`src/rtl/decoder_rr_arbiter_if.sv`:
```
// Bundle between the round-robin arbiter and its user: requests/release in,
// decoder select (index + enable) and one-hot grant out.
interface decoder_rr_arbiter_if;
    // Handshake: req_i[n] is a level held by requester n until it is granted or
    // withdraws. gnt_valid_o/dec_en_o high means gnt_idx_o owns the decoder; the
    // owner ends its turn by pulsing release_i (ignored when no grant is active).
    logic [7:0] req_i;
    logic       release_i;
    logic       gnt_valid_o;
    logic [2:0] gnt_idx_o;
    logic       dec_en_o;
    logic [7:0] gnt_onehot_o;
    logic       timeout_o;
    logic       dbg_grant_o;

    modport master (
        output req_i, release_i,
        input  gnt_valid_o, gnt_idx_o, dec_en_o, gnt_onehot_o, timeout_o, dbg_grant_o
    );

    modport slave (
        input  req_i, release_i,
        output gnt_valid_o, gnt_idx_o, dec_en_o, gnt_onehot_o, timeout_o, dbg_grant_o
    );
endinterface

```
`src/rtl/decoder_rr_arbiter.sv`:
```
// 8-way round-robin arbiter driving a 3-to-8 decoder select with a forced idle
// bubble between owners. Optional forced release after MAX_HOLD: ARB_TIMEOUT_EN.
module decoder_rr_arbiter #(
    parameter int MAX_HOLD = 16,
    parameter int CNT_W    = 5
) (
    input logic                  clk,
    input logic                  rst_n,
    decoder_rr_arbiter_if.slave  bus
);

    typedef enum logic {
        S_IDLE  = 1'b0,
        S_GRANT = 1'b1
    } state_e;

    state_e     state_q, state_d;
    logic [2:0] ptr_q, ptr_d;
    logic [2:0] idx_q, idx_d;
    logic       en_q, en_d;
    logic [7:0] oh_q, oh_d;

    logic [14:0] req_dbl;
    logic [7:0]  req_rot;
    logic [2:0]  win_off;
    logic [2:0]  winner;
    logic        any_req;
    logic        hold_expired;
    logic        end_grant;

    if (2**CNT_W <= MAX_HOLD) begin : g_cnt_w_check
        $error("CNT_W too narrow for MAX_HOLD");
    end

    // Rotating by ptr turns the round-robin search into a plain lowest-bit search.
    assign req_dbl = {bus.req_i[6:0], bus.req_i};
    assign req_rot = req_dbl[{1'b0, ptr_q} +: 8];
    assign any_req = |bus.req_i;
    assign winner  = ptr_q + win_off;

    always_comb begin
        win_off = 3'd0;
        for (int i = 7; i >= 0; i--) begin
            if (req_rot[i]) win_off = 3'(i);
        end
    end

`ifdef ARB_TIMEOUT_EN
    logic [CNT_W-1:0] cnt_q, cnt_d;
    logic             to_q, to_d;

    assign hold_expired = (cnt_q == CNT_W'(MAX_HOLD - 1));

    always_comb begin
        cnt_d = (state_q == S_GRANT) ? cnt_q + CNT_W'(1) : '0;
        // Release or withdrawal in the expiring cycle counts as a normal end.
        to_d  = (state_q == S_GRANT) && hold_expired && !bus.release_i && bus.req_i[idx_q];
    end

    always_ff @(posedge clk or negedge rst_n) begin
        if (!rst_n) begin
            cnt_q <= '0;
            to_q  <= 1'b0;
        end else begin
            cnt_q <= cnt_d;
            to_q  <= to_d;
        end
    end

    assign bus.timeout_o = to_q;
`else
    assign hold_expired  = 1'b0;
    assign bus.timeout_o = 1'b0;
`endif

    assign end_grant = bus.release_i || !bus.req_i[idx_q] || hold_expired;

    always_ff @(posedge clk or negedge rst_n) begin
        if (!rst_n) begin
            state_q <= S_IDLE;
            ptr_q   <= 3'd0;
            idx_q   <= 3'd0;
            en_q    <= 1'b0;
            oh_q    <= 8'h00;
        end else begin
            state_q <= state_d;
            ptr_q   <= ptr_d;
            idx_q   <= idx_d;
            en_q    <= en_d;
            oh_q    <= oh_d;
        end
    end

    always_comb begin
        state_d = state_q;
        case (state_q)
            S_IDLE:  if (any_req)   state_d = S_GRANT;
            S_GRANT: if (end_grant) state_d = S_IDLE;
            default: state_d = S_IDLE;
        endcase
    end

    // Next values of the registered outputs; the bubble falls out of IDLE lasting one cycle.
    always_comb begin
        idx_d = idx_q;
        ptr_d = ptr_q;
        if (state_q == S_IDLE && any_req) begin
            idx_d = winner;
            ptr_d = winner + 3'd1;
        end
        en_d = (state_d == S_GRANT);
        oh_d = en_d ? (8'h01 << idx_d) : 8'h00;
    end

    assign bus.gnt_valid_o  = en_q;
    assign bus.dec_en_o     = en_q;
    assign bus.gnt_idx_o    = idx_q;
    assign bus.gnt_onehot_o = oh_q;
    assign bus.dbg_grant_o  = (state_q == S_GRANT);

endmodule
```
`src/flat_wrapper.sv`:
```
// flat-port wrapper written by rule: the top's interface ports become plain ports
module decoder_rr_arbiter_flat 
#(
    parameter int MAX_HOLD = 16,
    parameter int CNT_W    = 5
)
  (clk, rst_n, bus_req_i, bus_release_i, bus_gnt_valid_o, bus_gnt_idx_o, bus_dec_en_o, bus_gnt_onehot_o, bus_timeout_o, bus_dbg_grant_o);
  decoder_rr_arbiter_if bus_i ();
  input logic clk;
  input logic rst_n;
  input wire logic [$bits(bus_i.req_i)-1:0] bus_req_i;
  input wire logic [$bits(bus_i.release_i)-1:0] bus_release_i;
  output wire logic [$bits(bus_i.gnt_valid_o)-1:0] bus_gnt_valid_o;
  output wire logic [$bits(bus_i.gnt_idx_o)-1:0] bus_gnt_idx_o;
  output wire logic [$bits(bus_i.dec_en_o)-1:0] bus_dec_en_o;
  output wire logic [$bits(bus_i.gnt_onehot_o)-1:0] bus_gnt_onehot_o;
  output wire logic [$bits(bus_i.timeout_o)-1:0] bus_timeout_o;
  output wire logic [$bits(bus_i.dbg_grant_o)-1:0] bus_dbg_grant_o;
  assign bus_i.req_i = bus_req_i;
  assign bus_i.release_i = bus_release_i;
  assign bus_gnt_valid_o = bus_i.gnt_valid_o;
  assign bus_gnt_idx_o = bus_i.gnt_idx_o;
  assign bus_dec_en_o = bus_i.dec_en_o;
  assign bus_gnt_onehot_o = bus_i.gnt_onehot_o;
  assign bus_timeout_o = bus_i.timeout_o;
  assign bus_dbg_grant_o = bus_i.dbg_grant_o;
  decoder_rr_arbiter #(.MAX_HOLD(MAX_HOLD), .CNT_W(CNT_W)) u_core (.clk(clk), .rst_n(rst_n), .bus(bus_i));
endmodule
```
`config.mk`:
```
export PLATFORM = sky130hd
export DESIGN_NAME = decoder_rr_arbiter_flat
export DESIGN_NICKNAME = d
export VERILOG_FILES = /design/src/rtl/decoder_rr_arbiter_if.sv /design/src/rtl/decoder_rr_arbiter.sv /design/src/flat_wrapper.sv
export SDC_FILE = /design/constraint.sdc
export NUM_CORES = 1
export LEC_CHECK = 0
export BUFFER_PORTS_ARGS = -buffer_cell sky130_fd_sc_hd__buf_2
export CORE_MARGIN = 2
export CORE_UTILIZATION = 47
export DETAILED_ROUTE_END_ITERATION = 7
export PLACE_DENSITY = 0.81
export SKIP_CTS_REPAIR_TIMING = 1
export SLEW_MARGIN = 20
export SYNTH_ARGS = -nofsm -noshare
export SYNTH_HDL_FRONTEND = slang
export SYNTH_SLANG_ARGS = --single-unit
```
`constraint.sdc`:
```
create_clock -name clk -period 4.3 [get_ports clk]
set_input_delay 0.43 -clock clk [delete_from_list [all_inputs] [get_ports clk]]
set_output_delay 0.43 -clock clk [all_outputs]
set_load 0.03 [all_outputs]
```
==> qor.log <==
INFO  worst_setup_path worstPathCellList=mux4_2 > o21ai_0 > a21oi_1 > or3_1 > a221o_1 > a211oi_2 > a21o_1 > ha_1 > inv_1 > fa_1 > xnor3_1 > o21ai_2 > and2_1
INFO  finish         finalCoreUtilization=56.21%
INFO  worst_setup_path critical_path_arrival=4.18ns
INFO  global_routing first_pass_grt_wire_length=4878um
INFO  synthesis      largest_family_of_logic_cells_by_synthesized_area=compound AO/OA/AOI/OAI gates
INFO  timing         timing.final.crit_period=3.951ns
INFO  cts            cts_buffers=3
INFO  synthesis      synth.yosys.seq_area_share=29.76%
INFO  finish         layout_commonest_cell=buf_2
INFO  placed_design  place.port_buffers=24
INFO  worst_hold_path min_path_type=in -> async
INFO  detailed_routing ant_nets=0
INFO  cts            clkSlewWorstSetupHoldPaths=0.09ns
INFO  die            floorplan.die_area=0.003114mm2
INFO  detailed_routing dr.first_iter.drc_count=50
INFO  timing         finalHoldViolCount=0
INFO  timing         final.setup.worst_slack=0.3488ns
INFO  finish         multi_input_comb_area=817.0um2
INFO  placed_design  placed_area=0.001376mm2
INFO  global_routing gr-total-overflow=0
INFO  die            floorplan.die.width=55.80um
INFO  pwr            power.static_leakage=0.6586nW
INFO  global_routing antenna_violations_before_repair=0
INFO  worst_setup_path critical_path.endpoint_type=flop
INFO  cts            cts_root_buf=clkbuf_4
INFO  timing         final.hold.worst_slack=0.02881ns
INFO  pwr            design_power_total=1.270mW
INFO  die            pin_count=26
INFO  finish         most_used_cells_in_the_layout_excluding_fill_and_tap_cells=buf_2, nand2_1, dfrtp_1
INFO  die            initial_core_util=50.45%
INFO  detailed_routing post-route-drc-count=0
INFO  timing         min_period_over_period=91.89%
INFO  placed_design  dp_hpwl=2160um
INFO  die            floorplan.die.height=55.80um
INFO  synthesis      synth.avg_cell_area=9.555um2
INFO  placed_design  placed_cells_incl_taps=179
INFO  cts            clock_tree.buffer_depth=2
INFO  synthesis      synth_cell_type_count=49
INFO  finish         final_layout_size_suffix_gt1_share=26.14%
INFO  detailed_routing post_drt_wl_per_cell=15.48um
INFO  detailed_routing firstDrtPassIters=4
INFO  global_routing grt_start_max_net_pins=17
INFO  finish         layoutNonFillerInstCount=183
INFO  timing         finalClockSkew=0.0007769ns
INFO  synthesis      post_synth_xor_area_fraction=4.960%
INFO  worst_setup_path max_stage_delay=0.58ns
INFO  pwr            power_per_cell_area=903.7mW/mm2
INFO  synthesis      synth.mux.area_fraction=15.18%
INFO  die            floorplan.rows=18
INFO  finish         postLayoutCellArea=0.001405mm2
INFO  synthesis      synth.ff_latch_count=15
INFO  worst_setup_path critical_path.startpoint_type=flop
INFO  finish         fillCellCount=214
INFO  synthesis      fraction_of_post_synthesis_cell_area_in_the_top_cell_type_by_area=29.76%
INFO  flow_run       max_cap_viol_count=0
INFO  finish         nNetsFinal=167
INFO  timing         timing.final.setup_violations=0
INFO  detailed_routing detail_route.vias_per_cell=6.109
INFO  cts            worstSkewPairLatency=0.29ns
INFO  synthesis      synth.largest_area_cell=dfrtp_1
INFO  synthesis      yosys_warnings=0
INFO  placed_design  gpl.final_weighted_congestion=0.8746
INFO  finish         antenna_cells_inserted=0
INFO  worst_setup_path worst-path-buf-inv=1
INFO  detailed_routing num_vias=1,118
INFO  synthesis      netlist_area=0.001261mm2
INFO  synthesis      syn-instance-count=132
INFO  synthesis      synth_fp_nets=145
INFO  synthesis      fraction_of_the_mapped_netlist_area_in_simple_logic_gates=20.14%
INFO  global_routing total_routing_usage_reported_by_global_routing=19.47%
INFO  global_routing number_of_global_route_vias_before_repair=1,024
INFO  detailed_routing finalWirelength=2833um
INFO  timing         rsz0062_at_grt=no
INFO  synthesis      async_flop_share=100.0%
INFO  timing         max_freq=253.1MHz
INFO  worst_setup_path worstPathMaxFanout=16
INFO  timing         finalMaxSlewViolations=0
INFO  outcome        result_of_the_run=complete, no violations
INFO  synthesis      synth_enable_flop_cells=0
INFO  finish         area_growth_syn_to_layout=11.41%
INFO  pwr            power.ir.vdd_worst=0.7075mV
INFO  cts            cts_tree=built
INFO  timing         finalSetupTns=0ns
INFO  cts            numClockSinks=15
INFO  worst_setup_path worst_ep_required_time=4.53ns
INFO  synthesis      synth_compound_gate_area_share=21.63%
INFO  cts            htree_num_levels=1
INFO  worst_setup_path cpMaxStageDelayCell=mux4_2
INFO  synthesis      synth_flop_cell=dfrtp_1
INFO  placed_design  pre_cts_ws=0.2244ns
INFO  worst_setup_path timing.critical_path.max_delay_family=compound AO/OA/AOI/OAI gates
INFO  finish         area.sequential=376.6um2
INFO  die            floorplan.core_area=0.002500mm2
INFO  synthesis      synth-adder-area-share=2.579%
INFO  synthesis      ranking_of_synthesized_cells_by_area=dfrtp_1, mux4_2, nand2_1, xnor3_1, and2_1
INFO  worst_setup_path critPathKind=reg -> reg
layout make-up:
type | instances | share of cell area (%)
Multi-Input combinational cell | 104 | 58.15
Clock inverter | 1 | 0.3562
Clock buffer | 3 | 1.603
Timing Repair Buffer | 25 | 9.083
Sequential cell | 15 | 26.80
Tap cell | 30 | 2.671
Inverter | 5 | 1.336
cells by family after synthesis:
group / Yosys count
compound gates: 37
xor+xnor: 4
fa+ha+maj: 2
buf+inv: 13
flops: 15
mux: 10
other cells: 1
simple gates: 50
layer usage:
metal | up-vias | track usage (%) | part of all wire (%)
met5 | - | 0 | 0
li1 | 538 | - | -
met1 | 523 | 27.15 | 42
met2 | 52 | 31.46 | 50
met3 | 5 | 2.093 | 6.5
met4 | 0 | 6.969 | 1.3
final timing paths:
| path | slack, ns | from | depth (start not counted) | endpoint |
|---|---|---|---|---|
| max | 0.35 | u_core.ptr_q[0] | 13 | u_core.bus.gnt_onehot_o[5] |
| min | 0.03 | rst_n | 1 | u_core.bus.gnt_onehot_o[3] |
| max reg2reg | 0.35 | u_core.ptr_q[0] | 13 | u_core.bus.gnt_onehot_o[5] |
| min reg2reg | 0.65 | u_core.bus.gnt_idx_o[1] | 2 | u_core.bus.gnt_idx_o[1] |
| max in group asynchronous | 4.00 | rst_n | 1 | u_core.ptr_q[0] |
| min in group clk | 0.58 | bus_release_i | 3 | u_core.bus.dbg_grant_o |
cells in the mapped netlist (2+ instances only):
library cell and n:
nand2_1 18, dfrtp_1 15, a21oi_1 7, and2_1 6
mux4_2 6, nor2b_1 6, inv_1 5, nor3_1 5
o21ai_0 5, nor2_1 4, a21boi_0 3, buf_4 3
mux2i_1 3, nand2b_1 3, a2111oi_0 2, a21o_1 2
a31oi_1 2, a41oi_1 2, clkbuf_1 2, o221ai_1 2
xnor2_1 2, xnor3_1 2
flip-flops by register name, indices dropped and copies added, names as in the netlist:
register                 count
u_core.bus.gnt_onehot_o      8
u_core.bus.dbg_grant_o       1
u_core.ptr_q                 3
u_core.bus.gnt_idx_o         3
power by group:
part	internal (mW)	total, mW	switching, mW
combinational	0.424	0.902	0.478
sequential	0.196	0.286	0.0906
clock	0.0346	0.0820	0.0473
total	0.654	1.27	0.616
Note: power is estimated with default switching activity, not from simulation.
